`config.mk`:
```
export PLATFORM = sky130hd
export DESIGN_NAME = ipsxe_floating_point_op_axi4s_tx_v1_0
export DESIGN_NICKNAME = d
export VERILOG_FILES = /design/src/rtl/ipsxe_floating_point_op_axi4s_tx_v1_0_pkg.sv /design/src/rtl/ipsxe_floating_point_axi4s_skid_v1_0.sv /design/src/rtl/ipsxe_floating_point_op_axi4s_tx_v1_0.sv
export SDC_FILE = /design/constraint.sdc
export NUM_CORES = 1
export LEC_CHECK = 0
export CAP_MARGIN = 20
export CORE_MARGIN = 4
export CORE_UTILIZATION = 45
export DETAILED_ROUTE_END_ITERATION = 10
export PLACE_DENSITY_LB_ADDON = 0.05
export SLEW_MARGIN = 5
export SYNTH_ARGS = -nofsm -noshare
export SYNTH_HDL_FRONTEND = slang
export SYNTH_HIERARCHICAL = 1
export SYNTH_SLANG_ARGS = --single-unit
export TNS_END_PERCENT = 1
```
`constraint.sdc`:
```
create_clock -name i_aclk -period 2.9 [get_ports i_aclk]
set_input_delay 0.58 -clock i_aclk [delete_from_list [all_inputs] [get_ports i_aclk]]
set_output_delay 0.58 -clock i_aclk [all_outputs]
set_load 0.005 [all_outputs]
```
`src/rtl/ipsxe_floating_point_op_axi4s_tx_v1_0_pkg.sv`:
```
// ============================================================================
// Module      : ipsxe_floating_point_op_axi4s_tx_v1_0_pkg
// Description : Shared op-code constants, tdata field layout and fixed-code
//               selection for the floating-point operation AXI4-Stream path.
// Revision    : 1.0 - initial release
// ============================================================================
`default_nettype none

package ipsxe_floating_point_op_axi4s_tx_v1_0_pkg;

    localparam int c_tdata_w     = 8;
    localparam int c_code_w      = 3;
    localparam int c_addsub_lsb  = 0;
    localparam int c_cmp_lsb     = 3;
    localparam int c_op_sel_cmp  = 3;

    localparam logic [c_code_w-1:0] c_op_add       = 3'b000;
    localparam logic [c_code_w-1:0] c_op_sub       = 3'b001;
    localparam logic [c_code_w-1:0] c_cmp_code_min = 3'b000;
    localparam logic [c_code_w-1:0] c_cmp_code_max = 3'b111;

    // A nonzero mode parameter pins the code to a constant for the selected operator.
    function automatic logic is_fixed_mode(input int op_sel, input int plus_minus, input int compare);
        if (op_sel == c_op_sel_cmp) begin
            return (compare != 0);
        end
        return (plus_minus != 0);
    endfunction

    function automatic logic [c_code_w-1:0] fixed_code(input int op_sel, input int plus_minus,
                                                       input int compare);
        if (op_sel == c_op_sel_cmp) begin
            if (compare >= 1 && compare <= 8) begin
                return c_code_w'(compare - 1);
            end
            return c_cmp_code_min;
        end
        return (plus_minus == 2) ? c_op_sub : c_op_add;
    endfunction

endpackage

`default_nettype wire

```
`src/rtl/ipsxe_floating_point_axi4s_skid_v1_0.sv`:
```
// ============================================================================
// Module      : ipsxe_floating_point_axi4s_skid_v1_0
// Description : Generic 2-entry skid buffer with registered valid, data and
//               ready; full throughput without a ready combinational path.
// Revision    : 1.0 - initial release
// ============================================================================
`default_nettype none

module ipsxe_floating_point_axi4s_skid_v1_0 #(
    parameter int WIDTH = 8
) (
    input  logic             i_clk,
    input  logic             i_rst,
    input  logic             i_s_valid,
    output logic             o_s_ready,
    input  logic [WIDTH-1:0] i_s_data,
    output logic             o_m_valid,
    input  logic             i_m_ready,
    output logic [WIDTH-1:0] o_m_data
);

    logic             r_main_valid;
    logic [WIDTH-1:0] r_main_data;
    logic             r_skid_valid;
    logic [WIDTH-1:0] r_skid_data;
    logic             r_ready;

    logic w_accept;
    logic w_main_free;

    assign w_accept    = i_s_valid & r_ready;
    assign w_main_free = ~r_main_valid | i_m_ready;

    // Ready tracks "skid empty"; when skid is full no accept can happen.
    always_ff @(posedge i_clk) begin
        if (i_rst) begin
            r_main_valid <= 1'b0;
            r_main_data  <= '0;
            r_skid_valid <= 1'b0;
            r_skid_data  <= '0;
            r_ready      <= 1'b0;
        end else if (w_main_free) begin
            if (r_skid_valid) begin
                r_main_data  <= r_skid_data;
                r_main_valid <= 1'b1;
                r_skid_valid <= 1'b0;
            end else begin
                r_main_valid <= w_accept;
                if (w_accept) begin
                    r_main_data <= i_s_data;
                end
            end
            r_ready <= 1'b1;
        end else if (w_accept) begin
            r_skid_data  <= i_s_data;
            r_skid_valid <= 1'b1;
            r_ready      <= 1'b0;
        end
    end

    assign o_s_ready = r_ready;
    assign o_m_valid = r_main_valid;
    assign o_m_data  = r_main_data;

endmodule

`default_nettype wire

```
`src/rtl/ipsxe_floating_point_op_axi4s_tx_v1_0.sv`:
```
// ============================================================================
// Module      : ipsxe_floating_point_op_axi4s_tx_v1_0
// Description : Packs a 3-bit operation code into the AXI4-Stream operation
//               byte and transmits it through a skid buffer.
// Revision    : 1.0 - initial release
// ============================================================================
`default_nettype none

module ipsxe_floating_point_op_axi4s_tx_v1_0
    import ipsxe_floating_point_op_axi4s_tx_v1_0_pkg::*;
#(
    parameter int OP_SEL        = 0,
    parameter int OP_PLUS_MINUS = 0,
    parameter int OP_COMPARE    = 0
) (
    input  logic        i_aclk,
    input  logic        i_rst,
    input  logic        i_op_valid,
    output logic        o_op_ready,
    input  logic [2:0]  i_op_code,
    input  logic        i_clr_err,
    output logic        o_axi4s_operation_tvalid,
    input  logic        i_axi4s_operation_tready,
    output logic [7:0]  o_axi4s_operation_tdata,
    output logic        o_op_mismatch,
    output logic [15:0] o_tx_count
);

    localparam logic                c_fixed_mode = is_fixed_mode(OP_SEL, OP_PLUS_MINUS, OP_COMPARE);
    localparam logic [c_code_w-1:0] c_fixed      = fixed_code(OP_SEL, OP_PLUS_MINUS, OP_COMPARE);
    localparam int                  c_lsb        = (OP_SEL == c_op_sel_cmp) ? c_cmp_lsb : c_addsub_lsb;

    logic                 w_ready;
    logic                 w_accept;
    logic                 w_tvalid;
    logic [c_code_w-1:0]  w_code;
    logic [c_tdata_w-1:0] w_tdata;
    logic [15:0]          r_tx_count;

    assign w_accept = i_op_valid & w_ready;
    assign w_code   = c_fixed_mode ? c_fixed : i_op_code;
    assign w_tdata  = c_tdata_w'(w_code) << c_lsb;

    ipsxe_floating_point_axi4s_skid_v1_0 #(
        .WIDTH (c_tdata_w)
    ) u_skid (
        .i_clk     (i_aclk),
        .i_rst     (i_rst),
        .i_s_valid (i_op_valid),
        .o_s_ready (w_ready),
        .i_s_data  (w_tdata),
        .o_m_valid (w_tvalid),
        .i_m_ready (i_axi4s_operation_tready),
        .o_m_data  (o_axi4s_operation_tdata)
    );

    always_ff @(posedge i_aclk) begin
        if (i_rst) begin
            r_tx_count <= 16'h0000;
        end else if (w_tvalid && i_axi4s_operation_tready) begin
            r_tx_count <= r_tx_count + 16'd1;
        end
    end

    generate
        if (c_fixed_mode) begin : g_mismatch
            logic r_mismatch;

            // A new mismatch takes priority over a clear in the same cycle.
            always_ff @(posedge i_aclk) begin
                if (i_rst) begin
                    r_mismatch <= 1'b0;
                end else if (w_accept && (i_op_code != c_fixed)) begin
                    r_mismatch <= 1'b1;
                end else if (i_clr_err) begin
                    r_mismatch <= 1'b0;
                end
            end

            assign o_op_mismatch = r_mismatch;
        end else begin : g_no_mismatch
            logic w_unused_clr;
            assign w_unused_clr  = i_clr_err;
            assign o_op_mismatch = 1'b0;
        end
    endgenerate

    assign o_op_ready               = w_ready;
    assign o_axi4s_operation_tvalid = w_tvalid;
    assign o_tx_count               = r_tx_count;

endmodule

`default_nettype wire

```
## Yosys cells after proc, flatten, opt, wreduce, memory -nomap -nowiden

Cells that the tools add are included.

| operators by class | value |
|---|---|
| muxes and demuxes | 5 |
| reductions and logical operators | 6 |
| bitwise gates (word level) | 4 |
| add/subtract/negate cells | 1 |

Operators by type and width:

| operator | number |
|---|---|
| $add A16 B1 Y16 const B | 1 |
| $mux W8 | 2 |
| $reduce_and A2 Y1 | 2 |
| $reduce_bool A2 Y1 | 2 |
| $mux W1 | 3 |
| $not A1 Y1 | 2 |
| $reduce_or A2 Y1 | 1 |
| $and A1 B1 Y1 | 1 |
| $logic_and A1 B1 Y1 | 1 |
| $or A1 B1 Y1 | 1 |

| word-level totals | value |
|---|---|
| output and inout bits | 27 |
| input port bits | 8 |
| word-level logic and storage cells | 22 |
| flip-flop bits (word level) | 30 |

## Logic depth before layout (Yosys ltp)

| depth | value |
|---|---|
| depth in word-level cells | 4 |
| mapped depth | 5 |
| depth with buffers taken out | 5 |

## Hierarchy

Netlist, hierarchy kept.

Modules (own cells, without submodules):

| module | cells an instance | area an instance (µm²) | times used | sequential area each (µm²) |
|---|---|---|---|---|
| ipsxe_floating_point_axi4s_skid_v1_0 | 83 | 769.5 | 1 | 380.4 |
| ipsxe_floating_point_op_axi4s_tx_v1_0 | 88 | 747.0 | 1 | 320.3 |

## Worst setup path after synthesis

No wires, ideal clock.

| timing path | value |
|---|---|
| path kind | in2reg |
| start | in i_axi4s_operation_tready |
| end | reg r_tx_count[13], in the netlist o_tx_count[13] |
| path buffers | 1 |
| library setup time | 70 ps |
| stages on the path | 5 |
| data arrival time | 1554 ps |
| setup slack | 1276 ps |
| required time | 2830 ps |
| cell sequence | and4_1 > buf_6 > nand2_4 > or4_1 > a21oi_1 |

| on the way | value |
|---|---|
| word-level cells in the longest chain between the ends | 1 |

Ends and longest elaborated chain:

| element | RTL line | text |
|---|---|---|
| start, declared | ipsxe_floating_point_op_axi4s_tx_v1_0.sv:23 | `input logic i_axi4s_operation_tready,` |
| $logic_and A1 B1 Y1 | ipsxe_floating_point_op_axi4s_tx_v1_0.sv:60 | `end else if (w_tvalid && i_axi4s_operation_tready) begin` |
| end signal, assigned | ipsxe_floating_point_op_axi4s_tx_v1_0.sv:61 | `r_tx_count <= r_tx_count + 16'd1;` |
| end, declared | ipsxe_floating_point_op_axi4s_tx_v1_0.sv:38 | `logic [15:0] r_tx_count;` |

No other way between the ends.
A chain may end at the register's enable or synchronous reset.

## Worst setup path in the final report

Ends and elaborated chain as after synthesis.

==> impl_metrics.csv <==
group,metric,value,unit
status,outcome,"completed",
clocking,clkLatencyLatePin,0.33,ns
floorplanning,fp.dieW,66.1,um
timing,fin_tns_setup,0,ns
synth,synth.top_cell.area_share,46.2,%
cells_and_area,nets,223,
synth,ys_warn_count,6,
timing,post-route-period-util,71.3,%
timing,clock.fmax,484,MHz
power_and_ir_drop,power_density,423,nW/um^2
clocking,cts.htree.levels,2,
place,place_congestion,0.765,
global_routing,use_met3,4.59,%
global_routing,grt_use_met1,22.2,%
critical_path,cp_top_family,"simple AND/OR/NAND/NOR gates",
timing,tightestPinTransition,0.567,ns
floorplanning,rows,20,
routing,drcViolationCount,0,
clocking,root_buffer,"clkbuf_4",
cells_and_area,area_delta_synth_final,28.1,%
synth,yosys.area.top_type,"dfxtp_1",
routing,drtAntennaViolNets,0,
clocking,cts_tree,"yes",
critical_path,endpoint_kind,"register",
power_and_ir_drop,pwr-share-comb,9.5,%
timing,maxSlewViolCount,0,
clocking,cts_buffers,5,
timing,rsz0062_at_grt,"false",
synth,yosys.cell_types.count,35,
clocking,cts.repair.resized,0,
floorplanning,die-area,4360,sq um
timing,relSlewSlack,62.1,%
critical_path,worst-path-stages,5,
timing,setup_viol,0,
timing,hold_violations,0,
power_and_ir_drop,peakVddDrop,252,uV
routing,routedWlPerCell,12.9,um
floorplanning,io_pins,35,
cells_and_area,most-common-layout-cells,"dfxtp_1 (35), clkdlybuf4s50_1 (32), a21oi_1 (22)",
critical_path,cp_max_fo,9,
synth,synthesis.instances,171,
routing,routed_wirelength,3340,um
power_and_ir_drop,power.share.clock,29.4,%
global_routing,overflow,0,
power_and_ir_drop,p_switching,0.193,mW
timing,fin_skew,0.00908,ns
critical_path,crit_buf_inv,1,
clocking,clock_path_buffers,2,
cells_and_area,layout.cells.most_common,"dfxtp_1",
power_and_ir_drop,leakagePower,0.661,nW
routing,first_iter_violations,50,
critical_path,cp-endpoint,"o_tx_count[13]",
synth,ys_ff_latch,35,
critical_path,slowest_delay,0.60,ns
synth,synth_area,1520,sq um
critical_path,cp_slowest_cell,"clkdlybuf4s50_1",
clocking,cts_setup_buffers,0,
floorplanning,initial_core_util,48.5,%
place,dp_hpwl,2410,um
critical_path,crit-reg2reg-capture,"o_tx_count[12]",
critical_path,r2r_cells,5,
routing,dr.pass1.iters,4,
floorplanning,die_h,66.1,um
flow_run,maxCapViolations,0,
hold_path,min_path_type,"reg -> reg",
clocking,cts_sinks,35,
floorplanning,fp.coreArea,3130,sq um
global_routing,grt_pass1_vias,1329,
global_routing,grt_pass1_wl,5890,um
synth,postSynthAreaPerCell,8.87,sq um
power_and_ir_drop,internal-power,0.628,mW
critical_path,cp-startpoint,"i_axi4s_operation_tready",
global_routing,track_usage,17.7,%
routing,num_vias,1339,
critical_path,worstPathCellList,"clkdlybuf4s50_1, and4_1, nand2_4, or4_1, a21oi_1",
global_routing,grt_max_degree,20,
clocking,cts_hold_buf,0,
critical_path,path_class,"in -> reg",
power_and_ir_drop,switching_share,23.5,%
critical_path,reg2reg_from,"o_tx_count[0]",
critical_path,arrival,2.34,ns
cells_and_area,layout-drive-gt1-share,6.51,%
power_and_ir_drop,pwr-share-seq,61.1,%
synth,ys_top_cells_by_area,"dfxtp_1 (46%), a21oi_1 (7.3%), mux2i_1 (5.3%), nand2_1 (5.0%), a211oi_1 (4.0%)",
critical_path,required,3.17,ns
global_routing,antenna_found_initial,0,
synth,synth-seq-area-share,46.2,%
critical_path,critPathLaunchType,"input pin",
cells_and_area,utilization,62.1,%
cells_and_area,diodes,0,
place,portBuffers,32,
timing,min_period,2.07,ns
global_routing,busiest_layer,"met2",
timing,hold_ws,0.458,ns
routing,vias_per_cell,5.17,
clocking,clkTransAtPathRegs,0.10,ns
critical_path,r2r_setup_slack,1.19,ns
global_routing,grtUsageMet2,28.5,%
[area by class of cell]
| type | instances | area [sq um] |
|---|---|---|
| clock inverter | 1 | 5.00 |
| fill | 286 | 1180 |
| sequential | 35 | 701 |
| timing repair buffer | 35 | 343 |
| clock buffer | 7 | 45.0 |
| tap | 44 | 55.1 |
| multi-input combinational | 135 | 787 |
| inverter | 2 | 7.51 |
[how the worst min path moves through the flow]
stage | from | to | slack (ns) | cells past startpoint
5_1_grt | u_skid/r_skid_data[7] | u_skid/r_skid_data[7] | 0.48 | 2
4_1_cts | u_skid/r_skid_data[7] | u_skid/r_skid_data[7] | 0.46 | 2
2_1_floorplan | u_skid/r_skid_data[0] | u_skid/r_skid_data[0] | 0.44 | 2
6_report | u_skid/r_skid_data[7] | u_skid/r_skid_data[7] | 0.46 | 2
3_5_place_dp | u_skid/r_skid_data[7] | u_skid/r_skid_data[7] | 0.45 | 2
3_3_place_gp | u_skid/r_skid_data[2] | u_skid/r_skid_data[2] | 0.44 | 2
[metal layers]
metal	share of wire [%]	vias up
met2	45	35
met4	1.3	0
li1	-	678
met1	48	621
met3	5.4	5
met5	0	-
[flip-flops by register name (all words and copies together) (netlist names)]
register / count
o_tx_count: 16
u_skid/o_m_data: 8
u_skid/r_skid_data: 8
u_skid/o_m_valid: 1
u_skid/o_s_ready: 1
u_skid/r_skid_valid: 1
[synth_stat cells]
library cell  count
buf_6             2
nand2_1          20
nand3_1           9
and2_1            1
nor2_1           13
nand4_1           5
nor3_1            4
xnor2_1           6
and4b_1           1
nor2b_1           2
and4_1            2
inv_1             2
a21oi_2           1
mux2i_1           8
ha_1              1
buf_1             1
nor4_1            2
nand2b_1          3
or3_1             2
nand2_4           1
dfxtp_1          35
a21oi_1          22
clkbuf_1          2
o21ai_0           3
buf_2             2
nand4b_1          1
o31ai_1           1
conb_1            1
nor2_2            1
a211oi_1          8
buf_4             2
a21o_2            1
xor2_1            4
or4_1             1
mux2_2            1
[worst reg2reg max path, stage by stage (launching register included)]
cell and delay (ns):
dfxtp_1 0.40, ha_1 0.21, nand4_1 0.32, nor4_1 0.45
xnor2_1 0.17, nor2_1 0.05
[per-stage QoR]
stage          worst slack [ns]  power, mW  cells  area [sq um]
6_report                  0.832      0.822    259          1940
5_1_grt                   0.714      0.867    259          1940
4_1_cts                   0.849      0.835    259          1940
3_5_place_dp              0.498      0.591    251          1890
3_3_place_gp              0.532      0.588    251          1890
2_1_floorplan              1.28      0.550    181          1550
[logic make-up (layout without fill, tap and decap cells)]
group | count (synthesis) | after routing | synth area share [%]
other | 1 | 11 | 0.247
adder cells (fa/ha/maj) | 1 | 1 | 0.825
XOR/XNOR | 10 | 10 | 5.78
AND/OR/NAND/NOR | 68 | 68 | 22.7
buffers and inverters | 11 | 45 | 4.37
multiplexers | 9 | 9 | 6.02
AO/OA/AOI/OAI | 36 | 36 | 13.9
flip-flops | 35 | 35 | 46.2
[power groups by stage]
stage	clock network, mW	logic (mW)	registers (mW)
6_report	0.242	0.0779	0.502
4_1_cts	0.255	0.0779	0.502
3_5_place_dp	0	0.0776	0.513
2_1_floorplan	0	0.0374	0.513
5_1_grt	0.276	0.0862	0.505
3_3_place_gp	0	0.0755	0.512
Note: power is estimated with default switching activity, not from simulation.
